## src/rtl/vram_writer_pkg.sv

```systemverilog
// Shared types and constants for the VRAM burst writer.
// WAIT_VS exists only when VRAM_WRITER_VSYNC_EN is defined.
package vram_writer_pkg;

    typedef enum logic [1:0] {
        IDLE,
`ifdef VRAM_WRITER_VSYNC_EN
        WAIT_VS,
`endif
        WRITE,
        DONE
    } state_t;

    localparam int unsigned VRAM_WORDS   = 600;
    localparam logic [9:0]  PALETTE_BASE = 10'h200;

endpackage

```

## src/rtl/avm_vram_writer.sv

```systemverilog
// Avalon-MM burst writer: fills or ramps a run of VRAM words per command.
// Define VRAM_WRITER_VSYNC_EN to hold each burst until a rising edge of vs.
module avm_vram_writer
    import vram_writer_pkg::*;
#(
    parameter int ADDR_W = 10,
    parameter int DATA_W = 32
) (
    input  logic              CLK,
    input  logic              RESET,
    input  logic              cmd_valid,
    output logic              cmd_ready,
    input  logic [ADDR_W-1:0] cmd_addr,
    input  logic [ADDR_W-1:0] cmd_count,
    input  logic [DATA_W-1:0] cmd_data,
    input  logic              cmd_incr,
    input  logic              vs,
    output logic              busy,
    output logic              done,
    output logic              AVM_CS,
    output logic              AVM_WRITE,
    output logic              AVM_READ,
    output logic [3:0]        AVM_BYTE_EN,
    output logic [ADDR_W-1:0] AVM_ADDR,
    output logic [DATA_W-1:0] AVM_WRITEDATA,
    input  logic              AVM_WAITREQUEST
);

    state_t            state;
    logic [ADDR_W-1:0] remaining;
    logic              incr_q;

    assign AVM_CS      = AVM_WRITE;
    assign AVM_READ    = 1'b0;
    assign AVM_BYTE_EN = 4'b1111;

`ifdef VRAM_WRITER_VSYNC_EN
    logic vs_r1, vs_r2;
    logic vs_rise;

    assign vs_rise = vs_r1 & ~vs_r2;

    always_ff @(posedge CLK) begin
        if (RESET) begin
            vs_r1 <= 1'b0;
            vs_r2 <= 1'b0;
        end else begin
            vs_r1 <= vs;
            vs_r2 <= vs_r1;
        end
    end
`else
    logic unused_vs;
    assign unused_vs = vs;
`endif

    always_ff @(posedge CLK) begin
        if (RESET) begin
            state         <= IDLE;
            cmd_ready     <= 1'b1;
            busy          <= 1'b0;
            done          <= 1'b0;
            AVM_WRITE     <= 1'b0;
            AVM_ADDR      <= '0;
            AVM_WRITEDATA <= '0;
            remaining     <= '0;
            incr_q        <= 1'b0;
        end else begin
            case (state)
                IDLE: begin
                    if (cmd_valid) begin
                        AVM_ADDR      <= cmd_addr;
                        AVM_WRITEDATA <= cmd_data;
                        remaining     <= cmd_count;
                        incr_q        <= cmd_incr;
                        cmd_ready     <= 1'b0;
                        busy          <= 1'b1;
                        if (cmd_count == '0) begin
                            state <= DONE;
                            done  <= 1'b1;
                        end else begin
`ifdef VRAM_WRITER_VSYNC_EN
                            state <= WAIT_VS;
`else
                            state     <= WRITE;
                            AVM_WRITE <= 1'b1;
`endif
                        end
                    end
                end
`ifdef VRAM_WRITER_VSYNC_EN
                WAIT_VS: begin
                    if (vs_rise) begin
                        state     <= WRITE;
                        AVM_WRITE <= 1'b1;
                    end
                end
`endif
                WRITE: begin
                    // Strobe, address and data only move once the slave takes the word.
                    if (!AVM_WAITREQUEST) begin
                        AVM_ADDR  <= AVM_ADDR + ADDR_W'(1);
                        remaining <= remaining - ADDR_W'(1);
                        if (incr_q)
                            AVM_WRITEDATA <= AVM_WRITEDATA + DATA_W'(1);
                        if (remaining == ADDR_W'(1)) begin
                            state     <= DONE;
                            AVM_WRITE <= 1'b0;
                            done      <= 1'b1;
                        end
                    end
                end
                DONE: begin
                    state     <= IDLE;
                    done      <= 1'b0;
                    busy      <= 1'b0;
                    cmd_ready <= 1'b1;
                end
                default: begin
                    state     <= IDLE;
                    AVM_WRITE <= 1'b0;
                    done      <= 1'b0;
                    busy      <= 1'b0;
                    cmd_ready <= 1'b1;
                end
            endcase
        end
    end

endmodule

```

## config.mk

```make
export PLATFORM = sky130hd
export DESIGN_NAME = avm_vram_writer
export DESIGN_NICKNAME = d
export VERILOG_FILES = /design/src/rtl/vram_writer_pkg.sv /design/src/rtl/avm_vram_writer.sv
export SDC_FILE = /design/constraint.sdc
export NUM_CORES = 1
export LEC_CHECK = 0
export CORE_MARGIN = 2
export CORE_UTILIZATION = 35
export CTS_CLUSTER_DIAMETER = 200
export CTS_CLUSTER_SIZE = 12
export DETAILED_ROUTE_END_ITERATION = 8
export PLACE_DENSITY = 0.7
export SLEW_MARGIN = 20
export SYNTH_ARGS = -nofsm -noshare
export SYNTH_HDL_FRONTEND = slang
export SYNTH_SLANG_ARGS = --single-unit
```

## constraint.sdc

```tcl
create_clock -name CLK -period 3.1 [get_ports CLK]
set_input_delay 0.62 -clock CLK [delete_from_list [all_inputs] [get_ports CLK]]
set_output_delay 0.62 -clock CLK [all_outputs]
set_load 0.02 [all_outputs]
```

==> flow_summary.toml, run 1 <==
[synth]
ys.flop_type = "dfxtp_1"
synth_edf_count = 0
synthArstFlopShare_pct = 0
syn_area_um2 = 3919
yosysWarnings = 0
synthCells = 510
seq_area_frac_synth_pct = 30.14
yosysUniqueCellTypes = 64
ys_ff_latch = 59
syn_area_per_cell_um2 = 7.684

[die]
initial_core_util_pct = 35.99
ioPinCount = 110
dieHeight_um = 109.8
fp.dieW_um = 109.8
die_area_um2 = 12060
core_area_um2 = 10890
row_count = 38

[clocking]
clkTransAtPathRegs_ns = 0.07
clk_latency_ns = 0.35
post_cts_buffers = 0
cts_tree = "yes"
cts-resized-gates = 0
ctsLongestPathBuffers = 2
htreeDepth = 3
holdBufCountCts = 0
cts_root_buffer = "clkbuf_8"
cts_sinks = 59
cts_buffers = 9

[cells_and_area]
drive_above_1_share_pct = 8.789
final_core_util_pct = 48.14
syn2layout_area_growth_pct = 33.75
nNetsFinal = 660
final_cell_mix = "102 x clkdlybuf4s50_1, 59 x dfxtp_1, 47 x a21oi_1, 40 x nand2_1, 27 x nor2_1"
final_common_cell = "clkdlybuf4s50_1"
diodes = 0
multi_input_area_um2 = 2500
fill_cells = 1063
final_cells = 743
regArea_um2 = 1181

[worst_setup_path]
cp-start-kind = "register"
r2r-end = "AVM_WRITEDATA[26]"
r2r_setup_slack_ns = 0.67
r2r_cells = 5
r2r_start = "AVM_WRITEDATA[0]"
path_max_fanout = 7
worstPathRequired_ns = 3.33
end_kind = "register"
cp_data_arrival_time_ns = 2.66
criticalPathCategory = "reg -> reg"

[timing]
slew_viol_final = 0
fin_skew_ns = 0.01330
fin_crit_ns = 2.429
fmax_ghz = 0.4118
rsz0062_at_grt = "false"
setup_viol = 0
worst_slew_pin_slew_ns = 0.8494
setup_slack_ns = 0.6714
fin_tns_setup_ns = 0
timing.final.crit_share_pct = 78.34
slew_headroom_pct = 42.85
finalHoldViolCount = 0

[power_and_ir_drop]
power.switching_mw = 0.8122
p_leak_nw = 1.767
p_int_mw = 1.552
switching_share_pct = 34.36
ir_worst_vdd_mv = 0.2404
p_comb_share_pct = 29.3
powerDensity_nw_per_um2 = 451.0
p_clk_share_pct = 30.2
seq_power_share_pct = 40.5
total_power_mw = 2.364

[status]
status = "complete, no violations"

[global_route]
grt_pass1_vias = 4104
grt_pass1_wl_um = 20600
grt.total_usage_pct = 21.33
grt_start_max_net_pins = 43
antenna_found_initial = 0
grt_overflow = 0

[route]
vias = 4427
firstDrtPassIters = 5
drt_first_iter_violations = 332
ant_nets = 0
vias_per_cell = 5.958
post_drt_wl_per_cell_um = 17.03
drt-total-wl_um = 12650
drc = 0

[run]
max-cap-violations = 0

[placement]
dp_hpwl_um = 8638
portBuffers = 103
gp_congestion = 0.8859
place_inst = 727
post-place-ws_ns = 0.4844

[hold_path]
min_path_type = "reg -> reg"
worstHoldPathCells = 2
worstHoldStart = "cmd_ready"
min_to = "cmd_ready"
==> registers in the layout (all words and copies together), names as in the netlist <==
signal / cells
AVM_ADDR: 10
AVM_CS: 1
AVM_WRITEDATA: 32
busy: 1
cmd_ready: 1
done: 1
incr_q: 1
remaining: 10
state: 2
==> power groups by stage <==
stage / clock network (mW) / logic [mW] / registers, mW
global route: 0.756 / 0.758 / 0.973
floorplan: 0 / 0.355 / 1.01
global placement: 0 / 0.676 / 0.966
finish: 0.715 / 0.691 / 0.958
CTS: 0.723 / 0.690 / 0.954
detailed placement: 0 / 0.687 / 0.969
==> cells in the mapped netlist, types with 6 or more instances <==
| master | n | area (µm²) |
|---|---|---|
| o22ai_1 | 6 | 37.54 |
| nor2_1 | 27 | 101.4 |
| a2111oi_0 | 9 | 78.83 |
| a211oi_1 | 20 | 150.1 |
| nand4_1 | 15 | 93.84 |
| buf_4 | 6 | 45.04 |
| inv_1 | 8 | 30.03 |
| dfxtp_1 | 59 | 1181 |
| o21ai_0 | 23 | 115.1 |
| or3_1 | 8 | 50.05 |
| o211ai_1 | 8 | 60.06 |
| nand3_1 | 25 | 125.1 |
| and3_1 | 12 | 75.07 |
| nor4_1 | 13 | 81.33 |
| clkbuf_1 | 31 | 116.4 |
| nand2_1 | 40 | 150.1 |
| and2_1 | 9 | 56.30 |
| nor3_1 | 16 | 80.08 |
| or4_1 | 6 | 45.04 |
| a21oi_1 | 48 | 240.2 |
| o31ai_1 | 6 | 45.04 |
| nand2b_1 | 6 | 37.54 |
| nand3b_1 | 6 | 45.04 |
==> metal layers <==
layer | wire [µm] | vias up | global-route usage (%) | share of wire, %
li1 | - | 2140 | - | -
met1 | 5758 | 2078 | 30.38 | 46
met2 | 5784 | 191 | 32.43 | 46
met3 | 893 | 18 | 3.972 | 7.1
met4 | 214 | 0 | 6.600 | 1.7
met5 | 0 | - | 0 | 0
==> critical path: stages, from the launching register on <==
cell	delay, ns
dfxtp_1	0.46
ha_1	0.30
nand3_4	0.14
or4_1	0.69
o311a_1	0.40
or3_1	0.33
==> cells by family after synthesis <==
group                      Yosys count  synth area share [%]
other                                2                0.1916
AOI/OAI and AO/OA                  175                 30.08
buffers and inverters               55                 6.705
DFF                                 59                 30.14
adders and majority gates            4                 1.277
muxes                                2                0.5747
and+or+nand+nor                    213                 31.03
==> worst max path at each step <==
stage                     cells after the start                end  slack (ns)             start
final                                         5  AVM_WRITEDATA[26]        0.67  AVM_WRITEDATA[0]
after global routing                          5  AVM_WRITEDATA[26]        0.54  AVM_WRITEDATA[0]
after CTS                                     5  AVM_WRITEDATA[26]        0.67  AVM_WRITEDATA[0]
after detailed placement                      7  AVM_WRITEDATA[15]        0.48         cmd_valid
after global placement                        6  AVM_WRITEDATA[16]        0.51         cmd_valid
after floorplan                               6  AVM_WRITEDATA[26]        0.76  AVM_WRITEDATA[0]
==> area by class of cell <==
cell class	count	area share, %
sequential	59	22.54
timing repair buffer	121	22.15
inverter	8	0.5729
multi-input combinational	399	47.70
tap	140	3.342
clock buffer	11	2.698
clock inverter	5	1.003
==> through the flow <==
stage | hold slack, ns | area [µm²]
6_report | 0.4460 | 5241
5_1_grt | 0.4926 | 5241
4_1_cts | 0.4521 | 5241
3_5_place_dp | 0.4427 | 5047
3_3_place_gp | 0.4435 | 5047
2_1_floorplan | 0.4397 | 3930
(Power assumes the default switching activity.)
==> run 2, diff against run 1 <==
--- a/config.mk
+++ b/config.mk
@@ -10,7 +10,7 @@
 export CTS_CLUSTER_DIAMETER = 200
 export CTS_CLUSTER_SIZE = 12
 export DETAILED_ROUTE_END_ITERATION = 8
-export PLACE_DENSITY = 0.7
+export PLACE_DENSITY = 0.72
 export SLEW_MARGIN = 20
 export SYNTH_ARGS = -nofsm -noshare
 export SYNTH_HDL_FRONTEND = slang
==> constraint.sdc (replaced) <==
create_clock -name CLK -period 2.07 [get_ports CLK]
set_input_delay 0.414 -clock CLK [delete_from_list [all_inputs] [get_ports CLK]]
set_output_delay 0.414 -clock CLK [all_outputs]
set_load 0.02 [all_outputs]
==> run 2 against run 1 <==
Against the previous run: design area rose by 6.7%; register-to-register slack got worse by 0.55 ns; clock-buffer cell count fell by 1; final cell count rose by 5.0%; wire length rose by 5.4%; die area did not move.
==> flow_summary.toml, run 2 (synthesis results as in run 1) <==
[die]
initial_core_util_pct = 35.99
dieHeight_um = 109.8
row_count = 38
fp.dieW_um = 109.8
core_area_um2 = 10890
ioPinCount = 110
die_area_um2 = 12060

[timing]
finalHoldViolCount = 0
rsz0062_at_grt = "false"
slew_viol_final = 0
timing.final.crit_share_pct = 94.78
fin_skew_ns = 0.01264
setup_viol = 0
fin_crit_ns = 1.962
fmax_ghz = 0.5097

[cells_and_area]
drive_above_1_share_pct = 16.25
final_core_util_pct = 51.34
diodes = 0
final_cells = 780
nNetsFinal = 698
final_cell_mix = "102 x clkdlybuf4s50_1, 52 x buf_4, 49 x dfxtp_1, 47 x a21oi_1, 40 x nand2_1"
largest_reg_flops = 32
syn2layout_area_growth_pct = 42.66
fill_cells = 1017
final_common_cell = "clkdlybuf4s50_1"
reg.largest.list = "AVM_WRITEDATA: 32 flops, AVM_ADDR: 10 flops, remaining: 10 flops"
regMostFlops = "AVM_WRITEDATA"

[route]
post_drt_wl_per_cell_um = 17.10
vias = 4666
drc = 0
drt-total-wl_um = 13340
vias_per_cell = 5.982
ant_nets = 0
drt_first_iter_violations = 294
firstDrtPassIters = 5

[power_and_ir_drop]
ir_worst_vdd_mv = 0.3055
total_power_mw = 3.542
p_clk_share_pct = 27.1
powerDensity_nw_per_um2 = 633.6
power.switching_mw = 1.265
p_int_mw = 2.277
switching_share_pct = 35.72
p_comb_share_pct = 32.4
p_leak_nw = 1.971
seq_power_share_pct = 40.5

[global_route]
grt_overflow = 0
grt_pass1_wl_um = 21250
grt.total_usage_pct = 21.94
antenna_found_initial = 0
grt_pass1_vias = 4487
grt_start_max_net_pins = 37

[run]
max-cap-violations = 0

[worst_setup_path]
criticalPathCategory = "in -> reg"
cp-start-kind = "input pin"
r2r_setup_slack_ns = 0.12
end_kind = "register"
worstPathRequired_ns = 2.33
path_max_fanout = 5
cp_data_arrival_time_ns = 2.23

[clocking]
cts_root_buffer = "clkbuf_8"
ctsLongestPathBuffers = 2
cts_tree = "yes"
cts_buffers = 9
clk_latency_ns = 0.35
post_cts_buffers = 0
clkTransAtPathRegs_ns = 0.07
htreeDepth = 3
holdBufCountCts = 0
cts_sinks = 59

[placement]
dp_hpwl_um = 9586
gp_congestion = 0.8818
portBuffers = 103
place_inst = 765

[status]
status = "complete, no violations"

[hold_path]
min_path_type = "reg -> reg"
-- run 2: timing repair --
action,CTS,global route
endpoints found under the hold margin,0,0
setup endpoints to repair,0,1
gates resized for setup,0,2
-- run 2: worst max-delay path: stages --
cell and delay, ns:
clkdlybuf4s50_1 0.48, or3b_1 0.42, and2_1 0.24, or4_1 0.49, a31oi_1 0.18
-- run 2: cell type report --
| type | instances | area [µm²] | area share (%) |
|---|---|---|---|
| clock buffer | 10 | 137.6 | 2.462 |
| clock inverter | 5 | 27.53 | 0.4924 |
| tap | 140 | 175.2 | 3.133 |
| sequential | 59 | 1199 | 21.44 |
| timing repair buffer | 159 | 1496 | 26.77 |
| multi-input combinational | 399 | 2525 | 45.17 |
| inverter | 8 | 30.03 | 0.5372 |
-- run 2: final timing paths --
kind,from,to,cells past startpoint
setup / recovery,cmd_valid,AVM_WRITEDATA[12],5
hold / removal,cmd_ready,cmd_ready,2
setup reg to reg,AVM_WRITEDATA[1],AVM_WRITEDATA[26],5
hold reg to reg,cmd_ready,cmd_ready,2
-- run 2: power groups by stage --
stage	combinational, mW	clock [mW]	sequential (mW)
floorplan	0.533	0	1.52
global placement	1.11	0	1.45
detailed placement	1.13	0	1.45
CTS	1.14	0.960	1.43
global route	1.24	1.02	1.45
finish	1.15	0.959	1.44
-- run 2: per-stage QoR --
| stage | hold slack [ns] | setup slack [ns] | TNS (ns) | cell area, µm² |
|---|---|---|---|---|
| 6_report | 0.4541 | 0.1080 | 0 | 5590 |
| 4_1_cts | 0.4590 | 0.08714 | 0 | 5582 |
| 5_1_grt | 0.4668 | 0.006813 | 0 | 5590 |
| 3_5_place_dp | 0.4505 | -0.2053 | -2.483 | 5416 |
| 2_1_floorplan | 0.4397 | 0.001491 | 0 | 3970 |
| 3_3_place_gp | 0.4478 | -0.2076 | -2.087 | 5416 |
-- run 2: routing by layer --
layer | GRT usage, % | vias up | part of all wire [%]
met4 | 8.951 | 0 | 2.1
met1 | 29.00 | 2201 | 44
met2 | 34.71 | 227 | 46
li1 | - | 2213 | -
met3 | 4.446 | 25 | 7.8
met5 | 0 | - | 0
